File: config.mk
export PLATFORM = sky130hd
export DESIGN_NAME = sum_adder_ctrl
export DESIGN_NICKNAME = d
export VERILOG_FILES = /design/src/rtl/sum_adder_pkg.sv /design/src/rtl/sum_adder_ctrl.sv
export SDC_FILE = /design/constraint.sdc
export NUM_CORES = 1
export LEC_CHECK = 0
export ABC_AREA = 1
export BUFFER_PORTS_ARGS = -buffer_cell sky130_fd_sc_hd__buf_4
export CAP_MARGIN = 40
export CORE_AREA = 5 5 42 44
export CTS_BUF_LIST = sky130_fd_sc_hd__clkbuf_16
export CTS_CLUSTER_SIZE = 8
export DETAILED_ROUTE_END_ITERATION = 16
export DIE_AREA = 0 0 47 49
export GPL_TIMING_DRIVEN = 0
export MAX_ROUTING_LAYER = met4
export PLACE_DENSITY_LB_ADDON = 0.3
export SKIP_CTS_REPAIR_TIMING = 1
export SYNTH_ARGS = -nofsm -noshare
export SYNTH_HDL_FRONTEND = slang
export SYNTH_SLANG_ARGS = --single-unit
File: constraint.sdc
create_clock -name clk -period 1.9 [get_ports clk]
set_clock_uncertainty 0.05 [all_clocks]
set_input_delay 0.38 -clock clk [delete_from_list [all_inputs] [get_ports clk]]
set_output_delay 0.38 -clock clk [all_outputs]
set_load 0.005 [all_outputs]
File: src/rtl/sum_adder_pkg.sv
// -----------------------------------------------------------------------------
// sum_adder_pkg
//   Shared definitions for the sum-adder controller and its datapath:
//   the width of N and the 2-bit encoding of the controller states.
// -----------------------------------------------------------------------------
package sum_adder_pkg;

  // Width of N, matching inBus.
  localparam int N_W = 8;

  typedef logic [1:0] state_t;

  localparam state_t S_IDLE  = 2'd0;
  localparam state_t S_INIT  = 2'd1;
  localparam state_t S_ACCUM = 2'd2;
  localparam state_t S_DONE  = 2'd3;

endpackage : sum_adder_pkg

File: src/rtl/sum_adder_ctrl.sv
// -----------------------------------------------------------------------------
// sum_adder_ctrl
//   Sequencer for the sum-adder datapath that computes S = 0+1+...+N.
//   States IDLE -> INIT -> ACCUM (N+1 cycles) -> DONE -> IDLE.
//
//   Optional feature macro: SUM_CTRL_WATCHDOG_EN
//     When defined, a WDOG_W-bit counter bounds the ACCUM phase to WDOG_LIMIT
//     cycles; on expiry the run is abandoned and the sticky wdogErr is set.
//     When undefined, wdogErr is tied low and ACCUM waits for nEqual forever.
//
// Ports
//   clk         in  system clock, rising edge
//   rst         in  synchronous active-high reset
//   start       in  run request (inBus carries N in the same cycle)
//   nEqual      in  datapath counter == N
//   NregEn      out load N register (IDLE and start)
//   counterInit out counter <= 0 (INIT)
//   counterEn   out counter <= counter + 1 (ACCUM while counter != N)
//   sumRegEn    out sumReg <= sumReg + counter (ACCUM)
//   sumClr      out clear sumReg (INIT)
//   busy        out high in INIT/ACCUM/DONE
//   done        out one-cycle pulse, dataOut valid in this cycle
//   resultValid out level, set leaving DONE, cleared by accepted start or rst
//   wdogErr     out sticky watchdog abort flag
// -----------------------------------------------------------------------------
module sum_adder_ctrl
    import sum_adder_pkg::*;
#(
    parameter int WDOG_W     = 10,
    parameter int WDOG_LIMIT = 300
)
(
    input  logic clk,
    input  logic rst,
    input  logic start,
    input  logic nEqual,
    output logic NregEn,
    output logic counterInit,
    output logic counterEn,
    output logic sumRegEn,
    output logic sumClr,
    output logic busy,
    output logic done,
    output logic resultValid,
    output logic wdogErr
);

    state_t state_q, state_d;
    logic   result_valid_q, result_valid_d;

`ifdef SUM_CTRL_WATCHDOG_EN
    logic [WDOG_W-1:0] wdog_cnt_q, wdog_cnt_d;
    logic              wdog_err_q, wdog_err_d;
`endif

    // -------------------------------------------------------------------------
    // State register
    // -------------------------------------------------------------------------
    always_ff @(posedge clk) begin
        if (rst) begin
            state_q        <= S_IDLE;
            result_valid_q <= 1'b0;
`ifdef SUM_CTRL_WATCHDOG_EN
            wdog_cnt_q     <= '0;
            wdog_err_q     <= 1'b0;
`endif
        end else begin
            state_q        <= state_d;
            result_valid_q <= result_valid_d;
`ifdef SUM_CTRL_WATCHDOG_EN
            wdog_cnt_q     <= wdog_cnt_d;
            wdog_err_q     <= wdog_err_d;
`endif
        end
    end

    // -------------------------------------------------------------------------
    // Next-state logic
    // -------------------------------------------------------------------------
    always_comb begin
        state_d        = state_q;
        result_valid_d = result_valid_q;
`ifdef SUM_CTRL_WATCHDOG_EN
        wdog_cnt_d     = wdog_cnt_q;
        wdog_err_d     = wdog_err_q;
`endif
        case (state_q)
            S_IDLE: begin
                if (start) begin
                    state_d        = S_INIT;
                    result_valid_d = 1'b0;
                end
            end
            S_INIT: begin
                state_d = S_ACCUM;
`ifdef SUM_CTRL_WATCHDOG_EN
                wdog_cnt_d = '0;
`endif
            end
            S_ACCUM: begin
`ifdef SUM_CTRL_WATCHDOG_EN
                wdog_cnt_d = wdog_cnt_q + WDOG_W'(1);
`endif
                if (nEqual) begin
                    state_d = S_DONE;
                end
`ifdef SUM_CTRL_WATCHDOG_EN
                // The count holds the number of ACCUM cycles already spent, so
                // this is the WDOG_LIMIT-th ACCUM cycle without reaching N.
                else if (wdog_cnt_q == WDOG_W'(WDOG_LIMIT - 1)) begin
                    state_d    = S_IDLE;
                    wdog_err_d = 1'b1;
                end
`endif
            end
            S_DONE: begin
                state_d        = S_IDLE;
                result_valid_d = 1'b1;
            end
            default: state_d = S_IDLE;
        endcase
    end

    // -------------------------------------------------------------------------
    // Output logic (NregEn is Mealy on start; everything else is Moore)
    // -------------------------------------------------------------------------
    always_comb begin
        NregEn      = 1'b0;
        counterInit = 1'b0;
        counterEn   = 1'b0;
        sumRegEn    = 1'b0;
        sumClr      = 1'b0;
        done        = 1'b0;
        case (state_q)
            S_IDLE:  NregEn = start;
            S_INIT: begin
                counterInit = 1'b1;
                sumClr      = 1'b1;
            end
            S_ACCUM: begin
                sumRegEn  = 1'b1;
                // Stop counting on the last add so the counter rests at N.
                counterEn = ~nEqual;
            end
            S_DONE:  done = 1'b1;
            default: ;
        endcase
    end

    assign busy        = (state_q != S_IDLE);
    assign resultValid = result_valid_q;

`ifdef SUM_CTRL_WATCHDOG_EN
    assign wdogErr = wdog_err_q;
`else
    assign wdogErr = 1'b0;
`endif

endmodule : sum_adder_ctrl
# Word level (Yosys, flattened, before mapping)
# Index checks and enable logic that the tools add are counted.
[totals]
ff_bits = 3
out_inout_bits = 9
word_cells = 23
[classes]
eq_ne = 5
mux = 10
bitwise = 1
n_reduce_logical = 5
[op_table]
columns = ["cell", "count"]
rows = [
  ["$pmux W2 S4", 1],
  ["$mux W1", 6],
  ["$eq A2 B2 Y1 const B", 2],
  ["$mux W2", 2],
  ["$ne A2 B2 Y1 const B", 2],
  ["$reduce_and A2 Y1", 2],
  ["$reduce_bool A2 Y1", 2],
  ["$eq A2 B1 Y1 const B", 1],
  ["$logic_not A2 Y1", 1],
  ["$pmux W1 S2", 1],
  ["$not A1 Y1", 1],
]

# Depth between registers and ports, before layout
[logic_depth]
depth_word = 3
mapped_depth = 6
ltp_nobuf = 6

# Worst setup path after synthesis
# Ideal clock, no wire load.
[synth_timing]
path_type = "register to output"
from = "register state_q[0]"
to = "output counterEn"
arrival_time_ns = 0.843
t_required_ns = 1.470
setup_slack_ns = 0.627
path_stages_with_launch = 5
cell_sequence = "dfxtp_1 > inv_1 > ha_1 > nand2_1 > inv_1"
[synth_via]
elab_chain_len = 2
[synth_rtl]
columns = ["element", "line", "source"]
rows = [
  ["from (decl)", "sum_adder_ctrl.sv:48", "state_t state_q, state_d;"],
  ["from (signal assigned)", "sum_adder_ctrl.sv:68", "state_q <= state_d;"],
  ["$eq A2 B2 Y1", "sum_adder_ctrl.sv:134", "case (state_q)"],
  ["$mux W1", "sum_adder_ctrl.sv:134", ""],
  ["to (decl)", "sum_adder_ctrl.sv:39", "output logic counterEn,"],
]
# No other way between the ends.

# Final worst setup path
# Ends and elaborated chain as after synthesis.

==> metrics.txt <==
# TYPE chip_impl_metric gauge
chip_impl_info{name="crit_path_frequent_cell",value="sky130_fd_sc_hd__inv_1"} 1
chip_impl_info{name="run_status",value="finished, final reports clean"} 1
chip_impl_metric{name="max_stage_delay",unit="ns"} 0.37
chip_impl_metric{name="grt_use_met1",unit="%"} 6.332
chip_impl_metric{name="route.vias.total",unit=""} 222
chip_impl_metric{name="drtPass1Iterations",unit=""} 1
chip_impl_metric{name="synth_warnings",unit=""} 0
chip_impl_info{name="cts.root.buffer_cell",value="sky130_fd_sc_hd__clkbuf_16"} 1
chip_impl_metric{name="floorplan.core_area",unit="um^2"} 1401
chip_impl_metric{name="critical_path_peak_fanout",unit=""} 4
chip_impl_metric{name="grt_first_pass_wirelength",unit="um"} 800
chip_impl_metric{name="synth-seq-area-share",unit="%"} 24.62
chip_impl_info{name="crit_chain",value="inv_1 > ha_1 > nand2_1 > inv_1 > buf_4"} 1
chip_impl_metric{name="htreeDepth",unit=""} 1
chip_impl_info{name="layout.cells.most_common",value="sky130_fd_sc_hd__buf_4"} 1
chip_impl_metric{name="clock-sinks",unit=""} 3
chip_impl_metric{name="finalSetupViolations",unit=""} 0
chip_impl_metric{name="drc",unit=""} 0
chip_impl_metric{name="final_min_period_over_clock_period",unit="%"} 88.83
chip_impl_metric{name="cts_buffer_count",unit=""} 3
chip_impl_metric{name="final_cells",unit=""} 66
chip_impl_metric{name="antenna_found_initial",unit=""} 0
chip_impl_metric{name="synthToLayoutAreaGrowth",unit="%"} 74.36
chip_impl_metric{name="cts-root-to-sink-buffers",unit=""} 2
chip_impl_metric{name="clk_latency",unit="ns"} 0.22
chip_impl_metric{name="antennaDiodeCount",unit=""} 0
chip_impl_metric{name="ir_worst_vdd",unit="uV"} 642.5
chip_impl_metric{name="finalHoldViolations",unit=""} 0
chip_impl_info{name="mostFrequentLayoutCells",value="sky130_fd_sc_hd__buf_4 (13), sky130_fd_sc_hd__inv_1 (10), sky130_fd_sc_hd__nand2_1 (7)"} 1
chip_impl_metric{name="wl_per_cell",unit="um"} 7.258
chip_impl_metric{name="worst_slack",unit="ns"} 0.2122
chip_impl_metric{name="multi_input_combinational_cell_area",unit="um^2"} 135.1
chip_impl_metric{name="layout_fillers",unit=""} 166
chip_impl_metric{name="detail-route-antenna-nets",unit=""} 0
chip_impl_metric{name="finalWirelength",unit="um"} 479
chip_impl_info{name="worst_path_top_cell_family_by_delay",value="flip-flops"} 1
chip_impl_info{name="gr-max-usage-layer",value="met1"} 1
chip_impl_metric{name="initial_core_util",unit="%"} 17.41
chip_impl_metric{name="summed_instance_area_of_the_synthesized_netlist",unit="um^2"} 244.0
chip_impl_metric{name="detail_route.iter0.violations",unit=""} 0
chip_impl_info{name="critical_path.endpoint_type",value="primary output"} 1
chip_impl_metric{name="std_cell_rows",unit=""} 14
chip_impl_info{name="highest_delay_cell_along_the_critical_path",value="sky130_fd_sc_hd__dfxtp_1"} 1
chip_impl_metric{name="vias_in_the_first_global_route",unit=""} 203
chip_impl_metric{name="fin_setup_tns",unit="ns"} 0
chip_impl_metric{name="synth_cells",unit=""} 35
chip_impl_metric{name="cp_data_required_time",unit="ns"} 1.47
chip_impl_metric{name="layout_min_cycle_time",unit="ns"} 1.688
chip_impl_metric{name="cap_viol_max_count",unit=""} 0
chip_impl_info{name="tritoncts",value="done"} 1
chip_impl_metric{name="net_count_synth",unit=""} 44
chip_impl_metric{name="final_estimated_routing_congestion_in_global_placement",unit=""} 0.6764
chip_impl_metric{name="sequential_cell_area",unit="um^2"} 60.06
chip_impl_metric{name="slew_violations",unit=""} 0
chip_impl_metric{name="timing.critical_path.arrival",unit="ns"} 1.26
chip_impl_info{name="criticalPathCategory",value="flip-flop to primary output"} 1
chip_impl_info{name="hold_class",value="primary input to flip-flop"} 1
chip_impl_metric{name="path_clk_slew",unit="ns"} 0.03
chip_impl_metric{name="layout.core_utilization",unit="%"} 30.36
chip_impl_metric{name="gr_layer_usage_met3",unit="%"} 3.321
chip_impl_metric{name="globalRouteMet2Util",unit="%"} 5.882
chip_impl_metric{name="critical_path.n_buffers_inverters",unit=""} 3
chip_impl_metric{name="global_route.overflow_total",unit=""} 0
chip_impl_metric{name="drive_gt1_share",unit="%"} 36.00
chip_impl_metric{name="fp.dieArea",unit="um^2"} 2303
chip_impl_metric{name="synth_area_per_cell",unit="um^2"} 6.971
chip_impl_metric{name="design.portCount",unit=""} 13
chip_impl_metric{name="fmaxAchievable",unit="GHz"} 0.5925
chip_impl_metric{name="netlist-cell-type-count",unit=""} 10
chip_impl_metric{name="cellPowerDensity",unit="nW/um^2"} 1691
chip_impl_metric{name="grt_max_degree",unit=""} 6
chip_impl_metric{name="dp_worst_slack",unit="ns"} 0.4313
chip_impl_metric{name="global_route.usage.total",unit="%"} 5.043
chip_impl_metric{name="numnets_final",unit=""} 60
chip_impl_metric{name="die-height",unit="um"} 49
chip_impl_metric{name="dp_hpwl",unit="um"} 396.1
chip_impl_info{name="grt_setup_unrepaired",value="no"} 1
chip_impl_metric{name="routed_via_density",unit=""} 3.364
chip_impl_metric{name="portBuffers",unit=""} 11
chip_impl_metric{name="die_w",unit="um"} 47
chip_impl_info{name="setup.worst_path.start_class",value="flip-flop"} 1
chip_impl_metric{name="dp.cells",unit=""} 62
chip_impl_metric{name="ys_seq_elements",unit=""} 3
chip_impl_metric{name="p_leak",unit="nW"} 0.2559
## registers in the layout, indices dropped and copies added (netlist names)
name / cells
resultValid: 1
state_q: 2
## per-stage QoR
step | hold slack, ns | power, W | area, um^2
CTS | 0.2778 | 0.0007361 | 425.4
global route | 0.2874 | 0.0007790 | 425.4
detailed placement | 0.4100 | 0.0004056 | 346.6
global placement | 0.4040 | 0.0004044 | 346.6
finish | 0.2770 | 0.0007194 | 425.4
floorplan | 0.3991 | 0.0002841 | 244.0
## logic make-up after synthesis
kind of cell    share of synthesized area [%]
simple gates                            22.05
buf+inv                                 20.00
fa+ha+maj                               25.64
compound gates                          6.152
flops                                   24.62
other cells                             1.537
## routing by layer
metal | vias up | wire, um | share of wire [%]
met4 | 0 | 0 | 0
met2 | 10 | 199 | 42
met3 | 0 | 74 | 15
met1 | 86 | 204 | 43
li1 | 126 | - | -
met5 | - | 0 | 0
## area by class of cell
type                       count  share of cell area (%)
buffer                         2                   3.529
tap                           16                   4.706
clock buffer                   3                   17.65
sequential                     3                   14.12
timing repair buffer          11                   19.41
inverter                       9                   7.941
multi-input combinational     21                   31.76
clock inverter                 1                  0.8824
## worst reg2reg max path, delay by kind of cell (launching register included)
kind | cells | cell delay [ns]
AND/OR/NAND/NOR | 4 | 0.30
buffers and inverters | 1 | 0.10
adder cells (fa/ha/maj) | 1 | 0.24
flip-flops | 1 | 0.37
## report_power, final
group,internal (W),switching [W],leakage [nW],total [W]
logic,0.000156,0.000134,0.189,0.000290
registers,0.0000856,0.0000219,0.0248,0.000108
clock network,0.000271,0.0000512,0.0423,0.000322
## synthesized netlist by cell type
| cell type | instances | share of area, % |
|---|---|---|
| sky130_fd_sc_hd__dfxtp_1 | 3 | 25 |
| sky130_fd_sc_hd__nand2_1 | 7 | 11 |
| sky130_fd_sc_hd__nor2_1 | 3 | 4.6 |
| sky130_fd_sc_hd__a21oi_1 | 3 | 6.2 |
| sky130_fd_sc_hd__buf_4 | 2 | 6.2 |
| sky130_fd_sc_hd__nand2_2 | 1 | 2.6 |
| sky130_fd_sc_hd__nand3_2 | 1 | 4.1 |
| sky130_fd_sc_hd__conb_1 | 1 | 1.5 |
| sky130_fd_sc_hd__inv_1 | 9 | 14 |
| sky130_fd_sc_hd__ha_1 | 5 | 26 |
## worst paths after layout
kind | cells past startpoint | slack, ns | endpoint | start
hold / removal | 2 | 0.28 | resultValid | rst
setup / recovery | 5 | 0.21 | counterEn | state_q[0]
hold reg to reg | 2 | 0.42 | resultValid | resultValid
setup reg to reg | 6 | 0.72 | state_q[1] | state_q[0]
Note: power is estimated with default switching activity, not from simulation.
